[src/rtl/irq_bank_ctrl.sv]
// Interrupt/trap sequencer ahead of the banked register file: synchronises irq lines,
// prioritises them against the control register and enters the supervisor bank.
//   state   | meaning
//   IDLE    | user bank, waiting for instr_done with an eligible source
//   ENTER   | one cycle: supervisor bank, take pulse, cause written to SR1
//   SERVICE | handler running in supervisor bank, waits for reti
//   EXIT    | one cycle still in supervisor bank, then back to user
module irq_bank_ctrl #(
    parameter int          NIRQ       = 8,
    parameter logic [15:0] CAUSE_BASE = 16'h0008,
    parameter logic [15:0] TRAP_CAUSE = 16'h0010
) (
    input  logic            clk,
    input  logic            reset,
    input  logic [NIRQ-1:0] irq,
    input  logic            trap,
    input  logic [15:0]     cr_rd,
    input  logic            instr_done,
    input  logic            reti,
    output logic            bank,
    output logic [15:0]     sr1_wr,
    output logic            take,
    output logic [NIRQ-1:0] pending,
    output logic            busy
);
    localparam int IW = $clog2(NIRQ);

    typedef enum logic [1:0] {IDLE, ENTER, SERVICE, EXIT} state_t;

    state_t          state;
    state_t          state_nxt;
    logic [NIRQ-1:0] s1, s2, s3;
    logic [NIRQ-1:0] rise;
    logic [NIRQ-1:0] pend_q;
    logic [NIRQ-1:0] eligible;
    logic [NIRQ-1:0] clr_pend;
    logic            trap_pend;
    logic            clr_trap;
    logic            win_trap;
    logic [IW-1:0]   win_idx;
    logic [IW-1:0]   sel_idx;
    logic [15:0]     sel_cause;
    logic            unused_cr;

    assign rise      = s2 & ~s3;
    assign eligible  = pend_q & cr_rd[15:8] & {NIRQ{cr_rd[0]}};
    assign unused_cr = ^cr_rd[7:1];
    assign pending   = pend_q;
    assign busy      = (state != IDLE);

    // Descending scan so the lowest eligible index is the one left standing.
    always_comb begin
        sel_idx = '0;
        for (int i = NIRQ - 1; i >= 0; i--) begin
            if (eligible[i]) sel_idx = IW'(i);
        end
    end

    assign sel_cause = trap_pend ? TRAP_CAUSE : (CAUSE_BASE | 16'(sel_idx));

    always_comb begin
        state_nxt = state;
        clr_pend  = '0;
        clr_trap  = 1'b0;
        case (state)
            IDLE: begin
                if (instr_done && (trap_pend || (|eligible))) state_nxt = ENTER;
            end
            ENTER: begin
                state_nxt = SERVICE;
                if (win_trap) clr_trap = 1'b1;
                else          clr_pend[win_idx] = 1'b1;
            end
            SERVICE: begin
                if (reti) state_nxt = EXIT;
            end
            EXIT: begin
                state_nxt = IDLE;
            end
            default: state_nxt = IDLE;
        endcase
    end

    // Clears are applied before new requests are OR-ed in, so a coincident set wins.
    always_ff @(posedge clk or negedge reset) begin
        if (!reset) begin
            state     <= IDLE;
            s1        <= '0;
            s2        <= '0;
            s3        <= '0;
            pend_q    <= '0;
            trap_pend <= 1'b0;
            win_trap  <= 1'b0;
            win_idx   <= '0;
            bank      <= 1'b0;
            take      <= 1'b0;
            sr1_wr    <= 16'h0000;
        end else begin
            state     <= state_nxt;
            s1        <= irq;
            s2        <= s1;
            s3        <= s2;
            pend_q    <= (pend_q & ~clr_pend) | rise;
            trap_pend <= (trap_pend & ~clr_trap) | trap;
            if (state == IDLE && state_nxt == ENTER) begin
                win_trap <= trap_pend;
                win_idx  <= sel_idx;
            end
            bank   <= (state_nxt != IDLE);
            take   <= (state_nxt == ENTER);
            sr1_wr <= (state_nxt == ENTER) ? sel_cause : 16'h0000;
        end
    end
endmodule
[config.mk]
export PLATFORM = sky130hd
export DESIGN_NAME = irq_bank_ctrl
export DESIGN_NICKNAME = d
export VERILOG_FILES = /design/src/rtl/irq_bank_ctrl.sv
export SDC_FILE = /design/constraint.sdc
export NUM_CORES = 1
export LEC_CHECK = 0
export CORE_MARGIN = 10
export CORE_UTILIZATION = 41
export DETAILED_ROUTE_END_ITERATION = 8
export PLACE_DENSITY_LB_ADDON = 0.08
export SLEW_MARGIN = 15
export SYNTH_ARGS = -nofsm -noshare
export SYNTH_HDL_FRONTEND = slang
export SYNTH_SLANG_ARGS = --single-unit
[constraint.sdc]
create_clock -name clk -period 5.37 [get_ports clk]
set_input_delay 0.537 -clock clk [delete_from_list [all_inputs] [get_ports clk]]
set_output_delay 0.537 -clock clk [all_outputs]
set_load 0.02 [all_outputs]
Yosys cells after proc, flatten, opt, wreduce, memory -nomap -nowiden
Cells that the tools add are included.
Widths: inputs -> output; s select.
{ "totals": {"regBits": 46, "input_bits": 29, "output_inout_bits": 27} }
{ "op_classes": {"order_cmp": 2, "eq_ne": 4, "muxes": 19, "bitwise_logic": 10, "n_reduce_logical": 8} }
{ "op_table": {"columns": ["op", "count"], "rows": [
  ["$and 8x8->8", 4],
  ["$mux 3", 8],
  ["$mux 8", 2],
  ["$not 8->8", 2],
  ["$mux 5", 2],
  ["$or 8x8->8", 1],
  ["$pmux 2 s4", 1],
  ["$reduce_or 8->1", 1],
  ["$eq 2x1->1 const B", 2],
  ["$eq 2x2->1 const B", 2],
  ["$lt 3x4->1 const B", 1],
  ["$mux 2", 2],
  ["$reduce_bool 2->1", 2],
  ["$demux 1 s3", 1],
  ["$ge 3x1->1 const B", 1],
  ["$logic_and 1x1->1", 3],
  ["$mux 1", 3],
  ["$logic_not 2->1", 1],
  ["$and 1x1->1", 1],
  ["$logic_or 1x1->1", 1],
  ["$not 1->1", 1],
  ["$or 1x1->1", 1]
]} }

Logic depth before layout (Yosys ltp)
Gate-level depths: netlist of the first run.
{ "depth": {"word_depth": 12, "depth_mapped": 7} }

Worst setup path before layout of the first run
No wires, ideal clock.
{ "synth_path": {"path_type": "reg-to-reg", "start": "register state[0]", "end": "register win_idx[0]", "t_arrival_ps": 1716, "setup_slack_ps": 3530, "path_stages_with_launch": 7, "n_path_buf": 0, "cell_sequence": "dfrtp_1 -> inv_1 -> ha_1 -> a21oi_1 -> inv_1 -> o32ai_4 -> mux2_2"} }
{ "synth_between": {"elab_chain_len": 4, "word_cells_on_any_way": 9} }
{ "synth_rtl": {"columns": ["item", "line", "rtl"], "rows": [
  ["start, declared", "30", "state_t state;"],
  ["start signal, assigned", "99", "state <= state_nxt;"],
  ["$eq 2x2->1 (tied with other cells)", "65", "case (state)"],
  ["$pmux 2 s4 *", "65", null],
  ["named net state_nxt[1]", "31", "state_t state_nxt;"],
  ["$eq 2x1->1 *", "105", "if (state == IDLE && state_nxt == ENTER) begin"],
  ["$logic_and 1x1->1 *", "105", null],
  ["end signal, assigned", "107", "win_idx <= sel_idx;"],
  ["end, declared", "40", "logic [IW-1:0] win_idx;"]
]} }
The timed path passes the listed nets; every way through them passes the cells marked *.
A chain may end at the register's enable or synchronous reset.

Worst setup path in the final report of the first run
{ "layout_path": {"start": "register state[0]", "end": "output port busy"} }
{ "layout_between": {"elab_chain_len": 1} }
{ "layout_rtl": {"columns": ["item", "line", "rtl"], "rows": [
  ["$reduce_bool 2->1", "49", "assign busy = (state != IDLE);"],
  ["end, declared", "24", "output logic busy"]
]} }
Every way passes these cells.

==> results of run 1 <==
==> layout make-up <==
cell class,count,area (sq um)
well taps,50,62.56
fillers,355,1832
clock buffers,6,82.58
repair buffers,37,365.4
multi-input cells,81,539.3
inverters,14,52.55
flip-flops and latches,46,1151
clock inverters,1,30.03
==> worst paths after layout <==
kind	from	to	slack, ns	cells after the start
min	s1[3]$_DFF_PN0_	s2[3]$_DFF_PN0_	0.35	0
max reg2reg	state[0]$_DFF_PN0_	win_idx[1]$_DFFE_PN0P_	3.25	7
max in group asynchronous	reset	s2[3]$_DFF_PN0_	4.38	1
max	state[0]$_DFF_PN0_	busy	3.06	4
min in group asynchronous	reset	pending[7]$_DFF_PN0_	0.40	1
min reg2reg	s1[3]$_DFF_PN0_	s2[3]$_DFF_PN0_	0.35	0
==> cell families after synthesis <==
| logic type | Yosys count |
|---|---|
| buffers and inverters | 25 |
| adders and majority gates | 4 |
| DFF | 46 |
| and+or+nand+nor | 25 |
| muxes | 4 |
| AOI/OAI and AO/OA | 37 |
| other | 1 |
==> per-stage QoR <==
stage	cells	power (mW)	hold WS [ns]	utilization [%]	setup WS (ns)
after floorplan	152	0.6175	0.2414	-	3.530
after global placement	228	0.7106	0.3347	52.75	3.081
after detailed placement	228	0.7259	0.3379	52.75	3.034
after CTS	235	0.9820	0.3559	55.49	3.028
after global routing	235	1.033	0.3663	55.49	2.960
final	235	0.9639	0.3518	55.49	3.061
==> synthesized netlist by cell type, types with 3 or more instances <==
cell type	number
mux2_2	4
dfrtp_1	46
and3b_1	3
buf_4	11
o21ai_0	16
ha_1	4
a22oi_1	4
nand2_1	9
a21oi_1	3
inv_1	14
==> metal layers <==
layer | track usage, % | vias up
li1 | - | 545
met1 | 9.648 | 570
met2 | 18.80 | 30
met3 | 5.393 | 2
met4 | 3.144 | 0
met5 | 0 | -
==> power groups by stage <==
stage                     combinational [mW]  sequential, mW  clock, mW
after floorplan                        0.171           0.447          0
after global placement                 0.277           0.433          0
after detailed placement               0.290           0.436          0
after CTS                              0.291           0.428      0.262
after global routing                   0.321           0.436      0.277
final                                  0.286           0.427      0.251
==> flip-flops by register name (all words and copies together), names as in the netlist <==
signal and count:
sr1_wr 5, s3 8, state 2, trap_pend 1
s1 8, bank 1, win_trap 1, pending 8
take 1, s2 8, win_idx 3
==> out/metrics.yaml, run 1 <==
run_status:
  status: "complete, no violations"
synth:
  synth_top_family_by_area: "compound AO/OA/AOI/OAI gates"
  synth-edff-count: 0
  synth-simple-area-share_pct: 8.048
  synth_top_area_cell: "dfrtp_1"
  syn-instance-count: 142
  synth.area.top_cells: "dfrtp_1, buf_4, o21ai_0, inv_1, ha_1"
  synthAdderAreaFrac_pct: 2.799
  ys_ff_latch: 46
  synth_compound_area_share_pct: 14.49
  synth-xor-area-share_pct: 0
  ys_seq_area_share_pct: 64.38
  syn-cell-area_sq_um: 1788
  synth.distinct_cells: 29
  synth_top_area_share_pct: 64.38
  synthArstFlopShare_pct: 100.0
  synth.avg_cell_area_sq_um: 12.59
  muxShareOfSynthArea_pct: 2.519
  synth_flop_cell: "dfrtp_1"
  yosys_warnings: 0
floorplan:
  pin_count: 56
  die_h_um: 86.04
  dieArea_sq_um: 7402
  start_util_pct: 43.45
  fp.dieW_um: 86.04
  num_rows: 23
  coreArea_sq_um: 4115
setup_path:
  cpMostUsedCell: "inv_1"
  cp_num_buf_inv: 3
  crit_slowest_cell: "clkdlybuf4s50_1"
  cp_slowest_stage_delay_ns: 0.63
  cp_data_arrival_time_ns: 1.77
  cp_data_required_time_ns: 4.83
  cpLargestDelayFamily: "buffers and inverters"
  path_max_fanout: 4
  crit_chain: "inv_1, ha_1, inv_1, clkdlybuf4s50_1"
  worst-setup-path-type: "reg2out"
  startpoint_type: "flip-flop"
  cp-end-kind: "output pin"
timing:
  setup_violations: 0
  fmax_ghz: 0.4330
  skew_ns: 0.005915
  period_share_pct: 43.00
  fin_setup_tns_ns: 0
  finalMaxSlewViolations: 0
  slew-limit-headroom_pct: 35.87
  tightest_slew_ns: 0.9619
  fin_crit_ns: 2.309
  hold_violations: 0
  rsz0062_at_grt: "no"
routing:
  firstDrtPassIters: 4
  wl_met2_um: 1995
  post-route-drc-count: 0
  drt-initial-drc-count: 28
  wl_um: 3565
  drt-wirelength-per-cell_um: 15.17
  wl_met3_um: 298
  wl_met1_um: 1253
  viasPerCell: 4.881
  ant_nets: 0
  top_layer_used: "met4"
  vias: 1147
cts:
  postCtsSetupRepairBufs: 0
  clk_pin_slew_worst_paths_ns: 0.08
  clkLatencyLatePin_ns: 0.29
  cts-root-buf: "clkbuf_8"
  h-tree-depth: 2
  cts_tree: "yes"
  clk_path_buf_depth: 2
  cts_buffers: 5
  ctsResizeCount: 0
  hold_buffers: 0
  cts.sinks: 46
pwr:
  power_density_nw_per_um2: 422.1
  p_leak_nw: 1.020
  pwr-share-seq_pct: 44.3
  p_clk_share_pct: 26.0
  ir_drop_v: 0.0001873
  p_sw_share_pct: 30.08
  p_int_mw: 0.6740
  comb_power_share_pct: 29.7
  power_switching_mw: 0.2899
layout:
  nets: 218
  drive_gt1_share_pct: 9.730
  final_common_cell: "dfrtp_1"
  area.growth.synth_to_final_pct: 27.71
  diodes: 0
  final_cell_mix: "dfrtp_1, clkdlybuf4s50_1, o21ai_0"
  fin_area_sq_um: 2283
global_route:
  grt_pass1_vias: 1265
  grt_pass1_wl_um: 6016
  overflow: 0
  grt_max_degree: 47
  grtUsageTotal_pct: 10.30
  antenna_found_initial: 0
placed_design:
  place_area_sq_um: 2171
  place_hpwl_um: 2850
  io_buffers: 37
  routabilityCongestion: 0.7369
min_path:
  hold_path_class: "reg2reg"
run:
  cap_viol_max_count: 0
Power figures use the tool's default switching activity.
==> run 2: changes to the inputs <==
- clock period: 5.37 -> 2.21 ns (I/O delays scaled with it)
==> out/metrics.yaml, run 2 (synthesis gave the netlist of run 1 again) <==
global_route:
  grt_max_degree: 20  # -57%
  antenna_found_initial: 0  # unchanged
  grt_pass1_vias: 1229  # -2.8%
  grt_pass1_wl_um: 5816  # -3.3%
  grtUsageTotal_pct: 9.845  # -0.45 points
  overflow: 0  # unchanged
timing:
  setup_violations: 0  # unchanged
  whs_ns: 0.3507  # -0.001141 ns
  fin_setup_tns_ns: 0  # unchanged
  fmax_ghz: 0.4976
  period_share_pct: 90.93
  finalMaxSlewViolations: 0  # unchanged
  hold_violations: 0  # unchanged
  skew_ns: 0.002486  # -0.003429 ns
  rsz0062_at_grt: "no"
  fin_crit_ns: 2.009
setup_path:
  worst-setup-path-type: "reg2reg"
  reg2reg_depth: 7  # unchanged
  r2r_start: "state[0]$_DFF_PN0_"
  startpoint_type: "flip-flop"
  path_max_fanout: 4  # unchanged
  startpoint: "state[0]$_DFF_PN0_"
  cp_data_required_time_ns: 2.39  # -2.44 ns
  cp-end-kind: "flip-flop"
  cp_data_arrival_time_ns: 2.19  # +0.42 ns
pwr:
  ir_drop_v: 0.0005230  # +180%
  power_density_nw_per_um2: 970.4  # +130%
  p_leak_nw: 1.014  # -0.60%
cts:
  clk_path_buf_depth: 2  # unchanged
  cts_tree: "yes"
  cts-root-buf: "clkbuf_8"
  h-tree-depth: 2  # unchanged
  clkLatencyLatePin_ns: 0.29  # about the same
  cts.sinks: 46  # unchanged
  postCtsSetupRepairBufs: 0  # unchanged
  cts_buffers: 5  # unchanged
  clk_pin_slew_worst_paths_ns: 0.08  # about the same
placed_design:
  dp_cells: 230  # +0.88%
  place_area_sq_um: 2186  # +0.69%
  io_buffers: 37  # unchanged
  routabilityCongestion: 0.7427  # +0.79%
  place_hpwl_um: 2852  # about the same
floorplan:
  start_util_pct: 43.45  # unchanged
  num_rows: 23  # unchanged
  coreArea_sq_um: 4115  # unchanged
  fp.dieW_um: 86.04  # unchanged
  die_h_um: 86.04  # unchanged
  pin_count: 56  # unchanged
  dieArea_sq_um: 7402  # unchanged
min_path:
  worstHoldStart: "s1[5]$_DFF_PN0_"
  hold_path_class: "reg2reg"
  holdPathStages: 0  # unchanged
layout:
  nets: 221  # +1.4%
  area.growth.synth_to_final_pct: 27.50
  final_cell_mix: "dfrtp_1, clkdlybuf4s50_1, o21ai_0"
  drive_gt1_share_pct: 10.64  # +0.91 points
  final_common_cell: "dfrtp_1"
  utilization_pct: 55.40  # -0.091 points
  diodes: 0  # unchanged
  fin_cells: 238  # +1.3%
  fin_area_sq_um: 2280  # -0.16%
routing:
  ant_nets: 0  # unchanged
  wl_met1_um: 1367  # +9.1%
  drt-wirelength-per-cell_um: 15.15  # -0.15%
  firstDrtPassIters: 4  # unchanged
  wl_um: 3605  # +1.1%
  wl_met2_um: 1890  # -5.3%
  post-route-drc-count: 0  # unchanged
  wl_met3_um: 283  # -5.0%
  drt-initial-drc-count: 41  # +46%
  top_layer_used: "met4"
  viasPerCell: 4.895  # +0.29%
  vias: 1165  # +1.6%
run_status:
  status: "complete, no violations"
run:
  cap_viol_max_count: 0  # unchanged
## run 2: cell count changes in the layout (fill, tap and decap cells not counted)
cell           delta
bufinv_16         -1
a21oi_1           -1
dlygate4sd3_1     +1
buf_4             +2
a21oi_2           +1
clkbuf_8          -1
clkbuf_1          +1
clkinvlp_4        +1
## run 2: per-layer routing
metal | up-vias | track usage, %
met2 | 33 | 16.97
met4 | 0 | 3.743
met5 | - | 0
met1 | 574 | 9.932
li1 | 551 | -
met3 | 7 | 4.920
## run 2: critical path, cell delays in order (launching register included)
cell and delay [ns]:
dfrtp_1 0.42, inv_1 0.14, ha_1 0.25, inv_1 0.09
a21oi_2 0.17, inv_1 0.10, o32ai_4 0.35, mux2_2 0.38
## run 2: power by group
group          total, mW  switching (mW)  internal, mW
registers           1.04          0.0817         0.958
logic              0.709           0.384         0.326
clock network      0.463           0.247         0.217
total               2.21           0.712          1.50
## run 2: layout make-up
cell class | instances | area (sq um)
Clock buffer | 6 | 72.57
Clock inverter | 1 | 7.507
Fill cell | 366 | 1836
Inverter | 14 | 52.55
Multi-Input combinational cell | 81 | 543.0
Sequential cell | 46 | 1151
Tap cell | 50 | 62.56
Timing Repair Buffer | 40 | 390.4
## run 2: final timing paths
kind,slack [ns],to
max in group asynchronous,1.26,s3[0]$_DFF_PN0_
min in group asynchronous,0.39,pending[6]$_DFF_PN0_
setup reg to reg,0.20,win_idx[1]$_DFFE_PN0P_
hold / removal,0.35,s2[5]$_DFF_PN0_
hold reg to reg,0.35,s2[5]$_DFF_PN0_
setup / recovery,0.20,win_idx[1]$_DFFE_PN0P_
## run 2: repair_timing
item / CTS / global route
gates resized for setup: 0 / 1
setup endpoints to repair: 0 / 4
endpoints found under the hold margin: 17 / 0
hold buffers: 1 / 0
## run 2: metrics by stage
stage / setup WS (ns) / total power, mW
2_1_floorplan: 0.3695 / 1.501
3_3_place_gp: 0.2280 / 1.729
3_5_place_dp: 0.1089 / 1.763
4_1_cts: 0.1001 / 2.232
5_1_grt: 0.05661 / 2.366
6_report: 0.2005 / 2.212
